`src/rtl/fsab_dma_arbiter_pkg.sv`:
```
// FSAB bus constants shared by the DMA request arbiter: field widths,
// request mode encoding and the credit pool size of the request port.
package fsab_dma_arbiter_pkg;

    localparam int FSAB_REQ_HI     = 0;
    localparam int FSAB_DID_HI     = 3;
    localparam int FSAB_ADDR_HI    = 30;
    localparam int FSAB_LEN_HI     = 2;
    localparam int FSAB_CREDITS_HI = 2;

    localparam logic [FSAB_REQ_HI:0]     FSAB_READ            = 1'b0;
    localparam logic [FSAB_REQ_HI:0]     FSAB_WRITE           = 1'b1;
    localparam logic [FSAB_CREDITS_HI:0] FSAB_INITIAL_CREDITS = 3'd4;

    // Width of an index into n requesters (never narrower than one bit).
    function automatic int ptr_width(input int n);
        return (n > 1) ? $clog2(n) : 1;
    endfunction

endpackage

```
`src/rtl/fsab_dma_arbiter_chk.sv`:
```
// Protocol checker for the arbiter: credit counter bounds, requester
// completion bookkeeping and one-hot acknowledge.
module fsab_dma_arbiter_chk #(
    parameter int            N_REQ        = 4,
    parameter int            CW           = 3,
    parameter logic [CW-1:0] INIT_CREDITS = 3'd4
) (
    input logic             clk,
    input logic             rst_b,
    input logic [CW-1:0]    credits,
    input logic             fsabo_valid,
    input logic             fsabo_credit,
    input logic [N_REQ-1:0] req_done,
    input logic [N_REQ-1:0] outst_zero,
    input logic [N_REQ-1:0] req_ack
);

    // An issue is only ever launched with at least one credit in hand
    a_no_underflow: assert property (@(posedge clk) disable iff (!rst_b)
        fsabo_valid |-> (credits != {CW{1'b0}}));

    // The bus must never return more credits than it was given
    a_no_overflow: assert property (@(posedge clk) disable iff (!rst_b)
        (int'(credits) + int'(fsabo_credit) - int'(fsabo_valid)) <= int'(INIT_CREDITS));

    // A completion without a read in flight points at a broken requester
    a_done_has_outst: assert property (@(posedge clk) disable iff (!rst_b)
        (req_done & outst_zero) == {N_REQ{1'b0}});

    // At most one requester is accepted per cycle
    a_ack_onehot: assert property (@(posedge clk) disable iff (!rst_b)
        $onehot0(req_ack));

endmodule

```
`src/rtl/fsab_dma_arbiter_rr_pick.sv`:
```
// Combinational round-robin picker: the first eligible requester strictly
// after ptr (wrapping) wins. Returns a one-hot grant, its index and a hit flag.
module rr_pick #(
    parameter int N = 4,
    parameter int W = 2
) (
    input  logic [N-1:0] eligible,
    input  logic [W-1:0] ptr,
    output logic [N-1:0] grant,
    output logic [W-1:0] index,
    output logic         any
);

    logic [W-1:0] cand;
    logic         hit;

    // Walk the N slots after ptr in order; the first eligible slot latches the result
    always_comb begin
        grant = {N{1'b0}};
        index = {W{1'b0}};
        any   = 1'b0;
        cand  = {W{1'b0}};
        hit   = 1'b0;
        for (int k = 1; k <= N; k++) begin
            cand        = W'((int'(ptr) + k) % N);
            hit         = !any && eligible[cand];
            grant[cand] = grant[cand] | hit;
            index       = hit ? cand : index;
            any         = any | hit;
        end
    end

endmodule

```
`src/rtl/fsab_dma_arbiter.sv`:
```
// fsab_dma_arbiter: shares one FSAB read request port among N_REQ DMA engines.
// Round-robin arbitration, owns the FSAB credit counter, limits reads in flight
// per requester and tags each request with subdid = SUBDID_BASE + index.
// Optional: define FSAB_ARB_STATS_EN to add saturating per-requester
// grant/stall counters (stat_grants, stat_stalls); arbitration is unchanged.
module fsab_dma_arbiter
    import fsab_dma_arbiter_pkg::*;
#(
    parameter int                        N_REQ        = 4,
    parameter logic [FSAB_DID_HI:0]      FSAB_DID     = 4'hF,
    parameter logic [FSAB_DID_HI:0]      SUBDID_BASE  = 4'h0,
    parameter int                        MAX_OUTST    = 2,
    parameter logic [FSAB_CREDITS_HI:0]  INIT_CREDITS = FSAB_INITIAL_CREDITS
) (
    input  logic                               clk,
    input  logic                               rst_b,
    input  logic [N_REQ-1:0]                   req_valid,
    input  logic [N_REQ*(FSAB_ADDR_HI+1)-1:0]  req_addr,
    input  logic [N_REQ*(FSAB_LEN_HI+1)-1:0]   req_len,
    output logic [N_REQ-1:0]                   req_ack,
    input  logic [N_REQ-1:0]                   req_done,
    output logic                               fsabo_valid,
    output logic [FSAB_REQ_HI:0]               fsabo_mode,
    output logic [FSAB_DID_HI:0]               fsabo_did,
    output logic [FSAB_DID_HI:0]               fsabo_subdid,
    output logic [FSAB_ADDR_HI:0]              fsabo_addr,
    output logic [FSAB_LEN_HI:0]               fsabo_len,
    input  logic                               fsabo_credit
`ifdef FSAB_ARB_STATS_EN
    ,
    output logic [N_REQ*16-1:0]                stat_grants,
    output logic [N_REQ*16-1:0]                stat_stalls
`endif
);

    localparam int PW = ptr_width(N_REQ);
    localparam int AW = FSAB_ADDR_HI + 1;
    localparam int LW = FSAB_LEN_HI + 1;
    localparam int CW = FSAB_CREDITS_HI + 1;
    localparam int DW = FSAB_DID_HI + 1;

    logic [CW-1:0]    credits;
    logic [PW-1:0]    rr_ptr;
    logic [2:0]       outst     [N_REQ];
    logic [2:0]       outst_nxt [N_REQ];
    logic [N_REQ-1:0] outst_zero;
    logic [N_REQ-1:0] eligible;
    logic [N_REQ-1:0] grant_oh;
    logic [PW-1:0]    grant_idx;
    logic             grant_any;
    logic             cred_ok;
    logic             do_grant;
    logic [AW-1:0]    sel_addr;
    logic [LW-1:0]    sel_len;

    // A requester competes only while it has room for another read in flight
    always_comb begin
        eligible   = {N_REQ{1'b0}};
        outst_zero = {N_REQ{1'b0}};
        for (int i = 0; i < N_REQ; i++) begin
            eligible[i]   = req_valid[i] && (outst[i] < 3'(MAX_OUTST));
            outst_zero[i] = (outst[i] == 3'd0);
        end
    end

    rr_pick #(.N(N_REQ), .W(PW)) u_rr_pick (
        .eligible (eligible),
        .ptr      (rr_ptr),
        .grant    (grant_oh),
        .index    (grant_idx),
        .any      (grant_any)
    );

    // Keep one credit in reserve for the issue already on the bus this cycle
    always_comb begin
        cred_ok  = credits > {{(CW-1){1'b0}}, fsabo_valid};
        do_grant = rst_b && cred_ok && grant_any;
        req_ack  = do_grant ? grant_oh : {N_REQ{1'b0}};
    end

    // Select the winner's address/length slice with a one-hot AND-OR mux
    always_comb begin
        sel_addr = {AW{1'b0}};
        sel_len  = {LW{1'b0}};
        for (int i = 0; i < N_REQ; i++) begin
            sel_addr = sel_addr | (grant_oh[i] ? req_addr[i*AW +: AW] : {AW{1'b0}});
            sel_len  = sel_len  | (grant_oh[i] ? req_len[i*LW +: LW]  : {LW{1'b0}});
        end
    end

    // Grant and completion in the same cycle cancel; a stray completion is dropped
    always_comb begin
        for (int i = 0; i < N_REQ; i++) begin
            outst_nxt[i] = outst[i]
                         + {2'b00, req_ack[i]}
                         - {2'b00, (req_done[i] && !outst_zero[i])};
        end
    end

    // Issue register, credit counter and round-robin pointer
    always_ff @(posedge clk or negedge rst_b) begin
        if (!rst_b) begin
            fsabo_valid  <= 1'b0;
            fsabo_mode   <= {(FSAB_REQ_HI+1){1'b0}};
            fsabo_did    <= {DW{1'b0}};
            fsabo_subdid <= {DW{1'b0}};
            fsabo_addr   <= {AW{1'b0}};
            fsabo_len    <= {LW{1'b0}};
            credits      <= INIT_CREDITS;
            rr_ptr       <= PW'(N_REQ - 1);
        end else begin
            fsabo_valid <= do_grant;
            credits     <= credits + CW'(fsabo_credit) - CW'(fsabo_valid);
            if (do_grant) begin
                fsabo_mode   <= FSAB_READ;
                fsabo_did    <= FSAB_DID;
                fsabo_subdid <= SUBDID_BASE + DW'(grant_idx);
                fsabo_addr   <= sel_addr;
                fsabo_len    <= sel_len;
                rr_ptr       <= grant_idx;
            end
        end
    end

    // Per-requester count of reads in flight
    always_ff @(posedge clk or negedge rst_b) begin
        if (!rst_b) begin
            for (int i = 0; i < N_REQ; i++) begin
                outst[i] <= 3'd0;
            end
        end else begin
            for (int i = 0; i < N_REQ; i++) begin
                outst[i] <= outst_nxt[i];
            end
        end
    end

`ifdef FSAB_ARB_STATS_EN
    // Saturating grant and stall counters per requester
    always_ff @(posedge clk or negedge rst_b) begin
        if (!rst_b) begin
            stat_grants <= {(N_REQ*16){1'b0}};
            stat_stalls <= {(N_REQ*16){1'b0}};
        end else begin
            for (int i = 0; i < N_REQ; i++) begin
                if (req_ack[i] && (stat_grants[i*16 +: 16] != 16'hFFFF)) begin
                    stat_grants[i*16 +: 16] <= stat_grants[i*16 +: 16] + 16'd1;
                end
                if (req_valid[i] && !req_ack[i] && (stat_stalls[i*16 +: 16] != 16'hFFFF)) begin
                    stat_stalls[i*16 +: 16] <= stat_stalls[i*16 +: 16] + 16'd1;
                end
            end
        end
    end
`endif

    fsab_dma_arbiter_chk #(
        .N_REQ        (N_REQ),
        .CW           (CW),
        .INIT_CREDITS (INIT_CREDITS)
    ) u_chk (
        .clk          (clk),
        .rst_b        (rst_b),
        .credits      (credits),
        .fsabo_valid  (fsabo_valid),
        .fsabo_credit (fsabo_credit),
        .req_done     (req_done),
        .outst_zero   (outst_zero),
        .req_ack      (req_ack)
    );

endmodule

```
`config.mk`:
```
export PLATFORM = sky130hd
export DESIGN_NAME = fsab_dma_arbiter
export DESIGN_NICKNAME = d
export VERILOG_FILES = /design/src/rtl/fsab_dma_arbiter_pkg.sv /design/src/rtl/fsab_dma_arbiter_chk.sv /design/src/rtl/fsab_dma_arbiter_rr_pick.sv /design/src/rtl/fsab_dma_arbiter.sv
export SDC_FILE = /design/constraint.sdc
export NUM_CORES = 1
export LEC_CHECK = 0
export BUFFER_PORTS_ARGS = -buffer_cell sky130_fd_sc_hd__buf_4
export CAP_MARGIN = 20
export CORE_MARGIN = 3
export CORE_UTILIZATION = 44
export CTS_CLUSTER_SIZE = 8
export DETAILED_ROUTE_END_ITERATION = 6
export MAX_ROUTING_LAYER = met4
export PLACE_DENSITY = 0.83
export SYNTH_ARGS = -nofsm -noshare
export SYNTH_HDL_FRONTEND = slang
export SYNTH_SLANG_ARGS = --single-unit
```
`constraint.sdc`:
```
create_clock -name clk -period 5.3 [get_ports clk]
set_input_delay 1.06 -clock clk [delete_from_list [all_inputs] [get_ports clk]]
set_output_delay 1.06 -clock clk [all_outputs]
set_load 0.01 [all_outputs]
```
==> reports/qor.yml <==
placement:
  dp_hpwl_mm: 9.94
  place.gp.congestion: 0.866
  numPortBuffers: 191
  placed_cells: 720
  pre_cts_slack_ps: 517
sta:
  drv_slew: 0
  rsz0062_at_grt: "true"
  tightest_slew_ps: 927
  slew_headroom: 0.381
  setup_viol_count_final: 0
  skew_ps: 15.0
  clock.fmax_ghz: 0.196
  post-route-min-period_ps: 5100
  fin_crit_sh: 0.962
  hold_violations: 0
  finalSetupTns_ps: 0
  setup_slack_ps: 202
setup_path:
  worstPathMaxFanout: 25
  critPathLaunchType: "flop"
  crit_family: "compound AO/OA/AOI/OAI gates"
  end_kind: "primary output"
  cp_num_cells: 13
  cp_num_buf_inv: 3
  rr_worst_depth: 15
  critPathMaxStageDelay_ps: 780
  cp_slowest_cell: "dfstp_4"
  cp_cell_sequence: "inv_1 > buf_4 > ha_1 > mux4_1 > o21ai_0 > a22oi_1 > o21ai_1 > nand4_1 > a221oi_4 > a21oi_4 > o21ai_0 > nor2_1 > buf_4"
  arrival_ps: 4040
  required_ps: 4240
  r2r_slack_ps: 910
  worstSetupPathType: "reg2out"
pwr:
  pwr_density_cell_nw_per_um2: 731
  p_leak_nw: 2.54
  power_mw: 4.15
  max-vdd-ir-drop_v: 0.000567
grt:
  grtUsageTotal: 0.253
  antenna_found_initial: 0
  grt_first_pass_wirelength_mm: 20.4
  grt_max_degree: 56
  overflow: 0
  first_global_vias: 4266
detailed_routing:
  drc: 0
  wl_mm: 13.4
  drt-initial-drc-count: 316
  viasPerCell: 6.01
  wl_per_cell_um: 18.5
  num_vias: 4377
  dr.pass1.iters: 5
  antenna_left: 0
clock_tree:
  clockBufferDepth: 2
  cts-root-buf: "clkbuf_8"
  holdBufCountCts: 0
  post_cts_resize_count: 0
  cts_htree_levels: 2
  cts_tree: "yes"
  clk_pin_slew_ps: 100
  clock-sinks: 55
  clkLatencyLatePin_ps: 300
  postCtsSetupBuffers: 0
  cts_buffers: 5
yosys:
  synth_top_cells_by_count: "o211ai_1, dfrtp_1, nor2_1, a31oi_1, inv_1"
  synth_compound_area_frac: 0.342
  syn_area_per_cell_um2: 9.07
  synth-edff-count: 0
  synthCells: 451
  synth.area.mux_share: 0.0229
  synth-seq-cells: 55
  synth_xor_xnor_area_share: 0.0107
  seq_area_frac_synth: 0.337
  synth_top_family_by_area: "compound AO/OA/AOI/OAI gates"
  synth_top_area_frac: 0.318
  synth-simple-area-share: 0.110
  synth_area_um2: 4090
  async_flop_share: 1.00
  synth_cell_types: 53
  synth.area.top_cells: "dfrtp_1, o211ai_1, a221oi_1"
  ys.flop_type: "dfrtp_1"
  synth_fa_ha_area_frac: 0.0826
  synth_warnings: 0
  yosysTopAreaCell: "dfrtp_1"
  yosys.cell_count.top_type: "o211ai_1"
die:
  core_um2: 8890
  dieArea_um2: 10500
  io-pin-count: 195
  rows: 34
  die_y_um: 102
  initial_core_util: 0.460
  die_width_um: 102
cells_and_area:
  final_util: 0.638
  instances_no_fill: 728
  area_delta_synth_final_pct: 38.6
  drive_above_1_share: 0.385
  num-fill-cells: 758
  diodes: 0
  fin_nets: 790
min_path:
  min_delay_path_depth: 2
  min_path_type: "reg2reg"
run_status:
  status: "complete, no violations"
flow_run:
  max-cap-violations: 0
-- path summary, 6_finish.rpt --
path                                  from               to
setup / recovery                 rr_ptr[0]       req_ack[3]
hold / removal             fsabo_subdid[1]  fsabo_subdid[1]
setup reg to reg                 rr_ptr[0]         outst[5]
hold reg to reg            fsabo_subdid[1]  fsabo_subdid[1]
max in group asynchronous            rst_b   fsabo_addr[20]
min in group asynchronous            rst_b     fsabo_did[0]
-- registers in the layout, summed over array words and instances, names as in the netlist --
| name | cells |
|---|---|
| fsabo_len | 3 |
| fsabo_addr | 31 |
| fsabo_did | 1 |
| outst | 12 |
| fsabo_valid | 1 |
| rr_ptr | 2 |
| credits | 3 |
| fsabo_subdid | 2 |
-- placed cells by master, fill, tap and decap left out, types with 6 or more instances in the layout --
master and count:
a31oi_1 35, a21oi_1 9, buf_4 207, o21ai_0 8, nor2_1 43, and2_1 10
ha_1 19, o211ai_1 68, a221oi_2 6, a221oi_1 29, dfrtp_1 52, nand2_1 21
inv_1 34
-- cell families after synthesis --
logic type | count (synthesis)
AO/OA/AOI/OAI | 182
other | 1
AND/OR/NAND/NOR | 96
buffers and inverters | 84
multiplexers | 4
flip-flops | 55
XOR/XNOR | 5
adder cells (fa/ha/maj) | 24
-- layout make-up --
cell class                 count  area (µm²)  share of cell area
clock buffer                   5        68.8              0.0121
clock inverter                 3        15.0             0.00265
inverter                      36         135              0.0238
multi-input combinational    314        2380               0.419
sequential                    55        1380               0.244
tap                          108         135              0.0238
timing repair buffer         207        1550               0.274
-- worst min-delay path: cells and delay by family, from the launching register on --
family / cells / cell delay [ps]
flip-flops: 1 / 360
AND/OR/NAND/NOR: 2 / 120
-- where the power goes --
| group | internal [mW] | switching, mW | leakage [nW] |
|---|---|---|---|
| Combinational | 1.18 | 1.91 | 1.88 |
| Sequential | 0.663 | 0.156 | 0.609 |
| Clock | 0.0912 | 0.142 | 0.0477 |
-- through the flow --
stage | hold WS, ps | cell area (µm²)
floorplan | 535 | 4100
global placement | 484 | 5560
detailed placement | 496 | 5560
CTS | 526 | 5640
global route | 538 | 5670
finish | 521 | 5670
-- layer usage --
metal	share of wire	up-vias	GRT usage	wire [µm]
met3	0.074	17	0.0423	990
met4	0.012	0	0.0555	165
li1	-	2050	-	-
met2	0.51	229	0.431	6900
met1	0.40	2081	0.315	5390
met5	0	-	-	0
Note: power is estimated with default switching activity, not from simulation.
